## src/rtl/mul_seq.sv

```systemverilog
// mul_seq: multi-cycle shift-add multiplier sequencer for the EX-stage MUL.
// Holds the pipeline via stall_o while iterating and pulses valid_o with the
// low WIDTH bits of the product.
// Optional feature macro: MUL_EARLY_EXIT_EN (finish RUN as soon as the
// remaining multiplier bits are all zero).
module mul_seq #(
  parameter int unsigned WIDTH = 32
) (
  input  logic             clk_i,
  input  logic             rst_i,
  input  logic             start_i,
  input  logic [WIDTH-1:0] src1_i,
  input  logic [WIDTH-1:0] src2_i,
  input  logic             flush_i,
  output logic             stall_o,
  output logic             valid_o,
  output logic [WIDTH-1:0] result_o
);

  localparam int unsigned CW = $clog2(WIDTH) + 1;

  typedef enum logic [1:0] {
    S_IDLE = 2'd0,
    S_RUN  = 2'd1,
    S_DONE = 2'd2
  } state_t;

  state_t           state_q;
  logic [WIDTH-1:0] mcand_q;
  logic [WIDTH-1:0] mplier_q;
  logic [WIDTH-1:0] acc_q;
  logic [WIDTH-1:0] result_q;
  logic [CW-1:0]    cnt_q;
  logic             valid_q;

  logic [WIDTH-1:0] acc_d;
  logic             last_iter;
  logic             mplier_zero;

  // Partial-product accumulation for the current multiplier bit
  always_comb begin
    acc_d = acc_q;
    if (mplier_q[0]) acc_d = acc_q + mcand_q;
  end

  // Final iteration of a full-length run
  always_comb begin
    last_iter = (cnt_q == CW'(WIDTH - 1));
  end

`ifdef MUL_EARLY_EXIT_EN
  // Remaining multiplier bits exhausted: acc already holds the product
  always_comb begin
    mplier_zero = (mplier_q == '0);
  end
`else
  // Early exit disabled: comparator not built
  always_comb begin
    mplier_zero = 1'b0;
  end
`endif

  // Sequencer FSM with datapath registers and registered outputs
  always_ff @(posedge clk_i or posedge rst_i) begin
    if (rst_i) begin
      state_q  <= S_IDLE;
      mcand_q  <= '0;
      mplier_q <= '0;
      acc_q    <= '0;
      cnt_q    <= '0;
      result_q <= '0;
      valid_q  <= 1'b0;
    end else begin
      valid_q <= 1'b0;
      case (state_q)
        S_IDLE: begin
          if (start_i && !flush_i) begin
            mcand_q  <= src1_i;
            mplier_q <= src2_i;
            acc_q    <= '0;
            cnt_q    <= '0;
            state_q  <= S_RUN;
          end
        end
        S_RUN: begin
          if (flush_i) begin
            state_q <= S_IDLE;
          end else if (mplier_zero) begin
            result_q <= acc_q;
            valid_q  <= 1'b1;
            state_q  <= S_DONE;
          end else begin
            acc_q    <= acc_d;
            mcand_q  <= mcand_q << 1;
            mplier_q <= mplier_q >> 1;
            cnt_q    <= cnt_q + CW'(1);
            // result is loaded with the post-add value so it is ready in DONE
            if (last_iter) begin
              result_q <= acc_d;
              valid_q  <= 1'b1;
              state_q  <= S_DONE;
            end
          end
        end
        S_DONE: begin
          state_q <= S_IDLE;
        end
        default: begin
          state_q <= S_IDLE;
        end
      endcase
    end
  end

  // Pipeline hold: only start_i/flush_i reach stall_o combinationally
  always_comb begin
    stall_o = ((state_q == S_RUN) && !flush_i) ||
              ((state_q == S_IDLE) && start_i && !flush_i);
  end

  assign valid_o  = valid_q;
  assign result_o = result_q;

endmodule

```

## config.mk

```make
export PLATFORM = sky130hd
export DESIGN_NAME = mul_seq
export DESIGN_NICKNAME = d
export VERILOG_FILES = /design/src/rtl/mul_seq.sv
export SDC_FILE = /design/constraint.sdc
export NUM_CORES = 1
export LEC_CHECK = 0
export ABC_AREA = 1
export CAP_MARGIN = 20
export CORE_MARGIN = 2
export CORE_UTILIZATION = 40
export DETAILED_ROUTE_END_ITERATION = 16
export SETUP_SLACK_MARGIN = 0.15
export SYNTH_ARGS = -nofsm -noshare
export SYNTH_HDL_FRONTEND = slang
export SYNTH_SLANG_ARGS = --single-unit
```

## constraint.sdc

```tcl
create_clock -name clk_i -period 5.6 [get_ports clk_i]
set_clock_uncertainty 0.1 [all_clocks]
set_input_delay 1.12 -clock clk_i [delete_from_list [all_inputs] [get_ports clk_i]]
set_output_delay 1.12 -clock clk_i [all_outputs]
set_load 0.005 [all_outputs]
```

==> out/qor.yml <==
status:
  run_status: "completed"
min_path:
  hold_depth: 2
  hold_class: "flop to flop"
cts:
  clock_tree.root_cell: "sky130_fd_sc_hd__clkbuf_16"
  hold_buffers: 0
  cts_htree_levels: 4
  cts_tree: "done"
  clock_input_transition_at_the_sequential_cells_of_the_worst_setup_and_hold_paths_ps: 60
  clockBufferDepth: 2
  cts_inserted_buffers: 17
  cts.sinks: 137
  postCtsSetupBuffers: 0
  cts.repair.resized: 0
  clock_insertion_delay_worst_skew_ps: 430
sta:
  finalSetupViolCount: 0
  tns_ps: 0
  tightestPinTransition_ps: 927
  timing.fmax_mhz: 261
  slew_viol_final: 0
  maxSlewHeadroom: 0.381
  report.final.hold_viol_count: 0
  fraction_of_the_cycle_the_final_worst_path_needs: 0.683
  finalCriticalPeriod_ps: 3830
  grt_setup_unrepaired: "no"
power_and_ir_drop:
  static-leakage-power_nw: 5.42
  vdd_ir_drop_max_mv: 0.244
  power.density_mw_per_mm2: 413
floorplan:
  chipHeight_microns: 150
  floorplan.initialDensity: 0.407
  core_sq_mm: 0.0210
  ioPinCount: 102
  die_x_microns: 150
  placement_rows: 53
  die_area_sq_mm: 0.0225
critical_path:
  cp-end-kind: "output port"
  critPathMaxFanout: 6
  timing.critical_path.arrival_ps: 2610
  cp-start-kind: "input pin"
  critPathKind: "input pin to output port"
  worst_r2r_path_depth: 7
  cp_data_required_time_ps: 4380
routing:
  drt.antenna.violating_nets: 0
  dr_total_vias: 7782
  firstDrtPassIters: 5
  average_routed_wire_per_standard_cell_microns: 14.2
  drt-total-wl_microns: 22500
  drtIter0Drc: 465
  detail_route.vias_per_cell: 4.92
  post-route-drc-count: 0
layout:
  area_delta_synth_final_pct: 21.8
  layout.cells.most_common_list: "405 x sky130_fd_sc_hd__nand2_1, 205 x sky130_fd_sc_hd__inv_1, 137 x sky130_fd_sc_hd__dfrtp_1"
  fin_nets: 1395
  leading_cell_type_in_the_layout_fill_and_taps_excluded: "sky130_fd_sc_hd__nand2_1"
  layout.cells.non_filler: 1582
  drive_above_1_share: 0.0528
  antenna-diode-count: 0
job:
  max-cap-violations: 0
synth:
  seq_area_frac_synth: 0.402
  synth-xor-area-share: 0.0154
  yosys_register_bits: 137
  simple_logic_cell_fraction_of_the_synthesized_area: 0.282
  synth.net_count: 1311
  yosysUniqueCellTypes: 36
  synth_top_family_by_area: "simple AND/OR/NAND/NOR gates"
  post_synth_inst_count: 1210
  mappedNetlistArea_sq_mm: 0.00853
  compound_gate_fraction_of_synth_area: 0.135
  synth_warnings: 0
  post_synth_fa_ha_maj_area_fraction: 0.0493
  muxShareOfSynthArea: 0
  syn_avg_cell_area_sq_um: 7.05
global_route:
  vias_in_the_first_global_route: 7386
  grt_first_pass_wirelength_microns: 36900
  groute.usage.overall: 0.210
  pin_count_of_the_biggest_net_entering_global_routing: 121
  grt-ovfl-total: 0
  antenna_found_initial: 0
place:
  portBuffers: 101
  dpl.hpwl_microns: 16400
  gp_congestion: 0.947
  dp.cells: 1549
## cell usage after synthesis
cell                       number  share of area
sky130_fd_sc_hd__clkbuf_1      22         0.0097
sky130_fd_sc_hd__or2_2         16          0.012
sky130_fd_sc_hd__nor2_2         1        0.00073
sky130_fd_sc_hd__and2_1         1        0.00073
sky130_fd_sc_hd__nand3_1       96          0.056
sky130_fd_sc_hd__nor2_8         1         0.0023
sky130_fd_sc_hd__o21ai_0       80          0.047
sky130_fd_sc_hd__inv_1        206          0.091
sky130_fd_sc_hd__buf_6          2         0.0026
sky130_fd_sc_hd__inv_4          1        0.00073
sky130_fd_sc_hd__nor3_4         1         0.0019
sky130_fd_sc_hd__o21bai_1       3         0.0026
sky130_fd_sc_hd__and3_1         1        0.00073
sky130_fd_sc_hd__buf_1          8         0.0035
sky130_fd_sc_hd__inv_2          4         0.0018
sky130_fd_sc_hd__buf_2         12         0.0070
sky130_fd_sc_hd__o21ai_1        9         0.0053
sky130_fd_sc_hd__a31oi_1        1        0.00073
sky130_fd_sc_hd__nand2_4        1         0.0013
sky130_fd_sc_hd__nand2_1      405           0.18
sky130_fd_sc_hd__xor2_1         8         0.0082
sky130_fd_sc_hd__nor3_2         1         0.0012
sky130_fd_sc_hd__nand4_1        3         0.0022
sky130_fd_sc_hd__dfrtp_1      137           0.40
sky130_fd_sc_hd__nor3_1         2         0.0012
sky130_fd_sc_hd__a21o_1         1        0.00088
sky130_fd_sc_hd__xnor2_1        7         0.0072
sky130_fd_sc_hd__nand2_2        1        0.00073
sky130_fd_sc_hd__ha_1          32          0.047
sky130_fd_sc_hd__nor2_1        45          0.020
sky130_fd_sc_hd__o211ai_1      65          0.057
sky130_fd_sc_hd__o22ai_1        9         0.0066
sky130_fd_sc_hd__nor2_4         2         0.0026
sky130_fd_sc_hd__o221ai_1       1         0.0010
sky130_fd_sc_hd__a21oi_1       24          0.014
sky130_fd_sc_hd__fa_1           1         0.0023
## registers in the layout (all words and copies together) (netlist names)
| name | cells |
|---|---|
| valid_o | 1 |
| cnt_q | 6 |
| mplier_q | 32 |
| result_o | 32 |
| mcand_q | 32 |
| acc_q | 32 |
| state_q | 2 |
## layer usage
layer / global-route usage / vias up / wire [microns] / part of all wire
met3: 0.0509 / 14 / 1190 / 0.053
met1: 0.293 / 3588 / 11000 / 0.49
met4: 0.0443 / 0 / 215 / 0.0096
met5: 0 / - / 0 / 0
met2: 0.331 / 161 / 10100 / 0.45
li1: - / 4019 / - / -
## through the flow
step / worst slack, ps / cell area, sq um / util / hold WS (ps) / power, mW
floorplan: 712 / 8530 / - / 367 / 2.65
global placement: 1760 / 9750 / 0.465 / 364 / 3.07
CTS: 1740 / 10400 / 0.495 / 381 / 4.31
finish: 1770 / 10400 / 0.496 / 380 / 4.29
global route: 1680 / 10400 / 0.496 / 403 / 4.65
detailed placement: 1750 / 9750 / 0.465 / 365 / 3.10
## cells by family after synthesis
| kind of cell | Yosys count |
|---|---|
| xor+xnor | 15 |
| fa+ha+maj | 33 |
| flops | 137 |
| buf+inv | 255 |
| simple gates | 577 |
| compound gates | 193 |
## worst paths after layout
check | start | endpoint | slack [ps]
min in group asynchronous | rst_i | mplier_q[23]$_DFFE_PP0P_ | 1040
worst min-delay path | result_o[26]$_DFFE_PP0P_ | result_o[26]$_DFFE_PP0P_ | 380
max in group asynchronous | rst_i | mcand_q[31]$_DFFE_PP0P_ | 3410
worst max-delay path | flush_i | stall_o | 1770
worst min register to register | result_o[26]$_DFFE_PP0P_ | result_o[26]$_DFFE_PP0P_ | 380
worst max register to register | state_q[1]$_DFFE_PP0P_ | mcand_q[2]$_DFFE_PP0P_ | 2990
## critical path: stages
cell	delay, ps
sky130_fd_sc_hd__clkdlybuf4s50_1	470
sky130_fd_sc_hd__inv_1	140
sky130_fd_sc_hd__nand3_1	250
sky130_fd_sc_hd__nand2_4	130
sky130_fd_sc_hd__clkdlybuf4s50_1	500
## area by class of cell
class / instances / area, sq um
clock buffer: 19 / 443
clock inverter: 13 / 169
fill: 2146 / 10600
inverter: 211 / 800
multi-input combinational: 818 / 4120
sequential: 137 / 3430
tap: 275 / 344
timing repair buffer: 109 / 1090
## report_power, final
| group | internal [mW] | switching, mW | total [mW] | leakage [nW] |
|---|---|---|---|---|
| Sequential | 1.21 | 0.148 | 1.36 | 1.77 |
| Combinational | 0.629 | 1.12 | 1.75 | 3.35 |
| Clock | 0.718 | 0.468 | 1.19 | 0.292 |
Power figures use the tool's default switching activity.
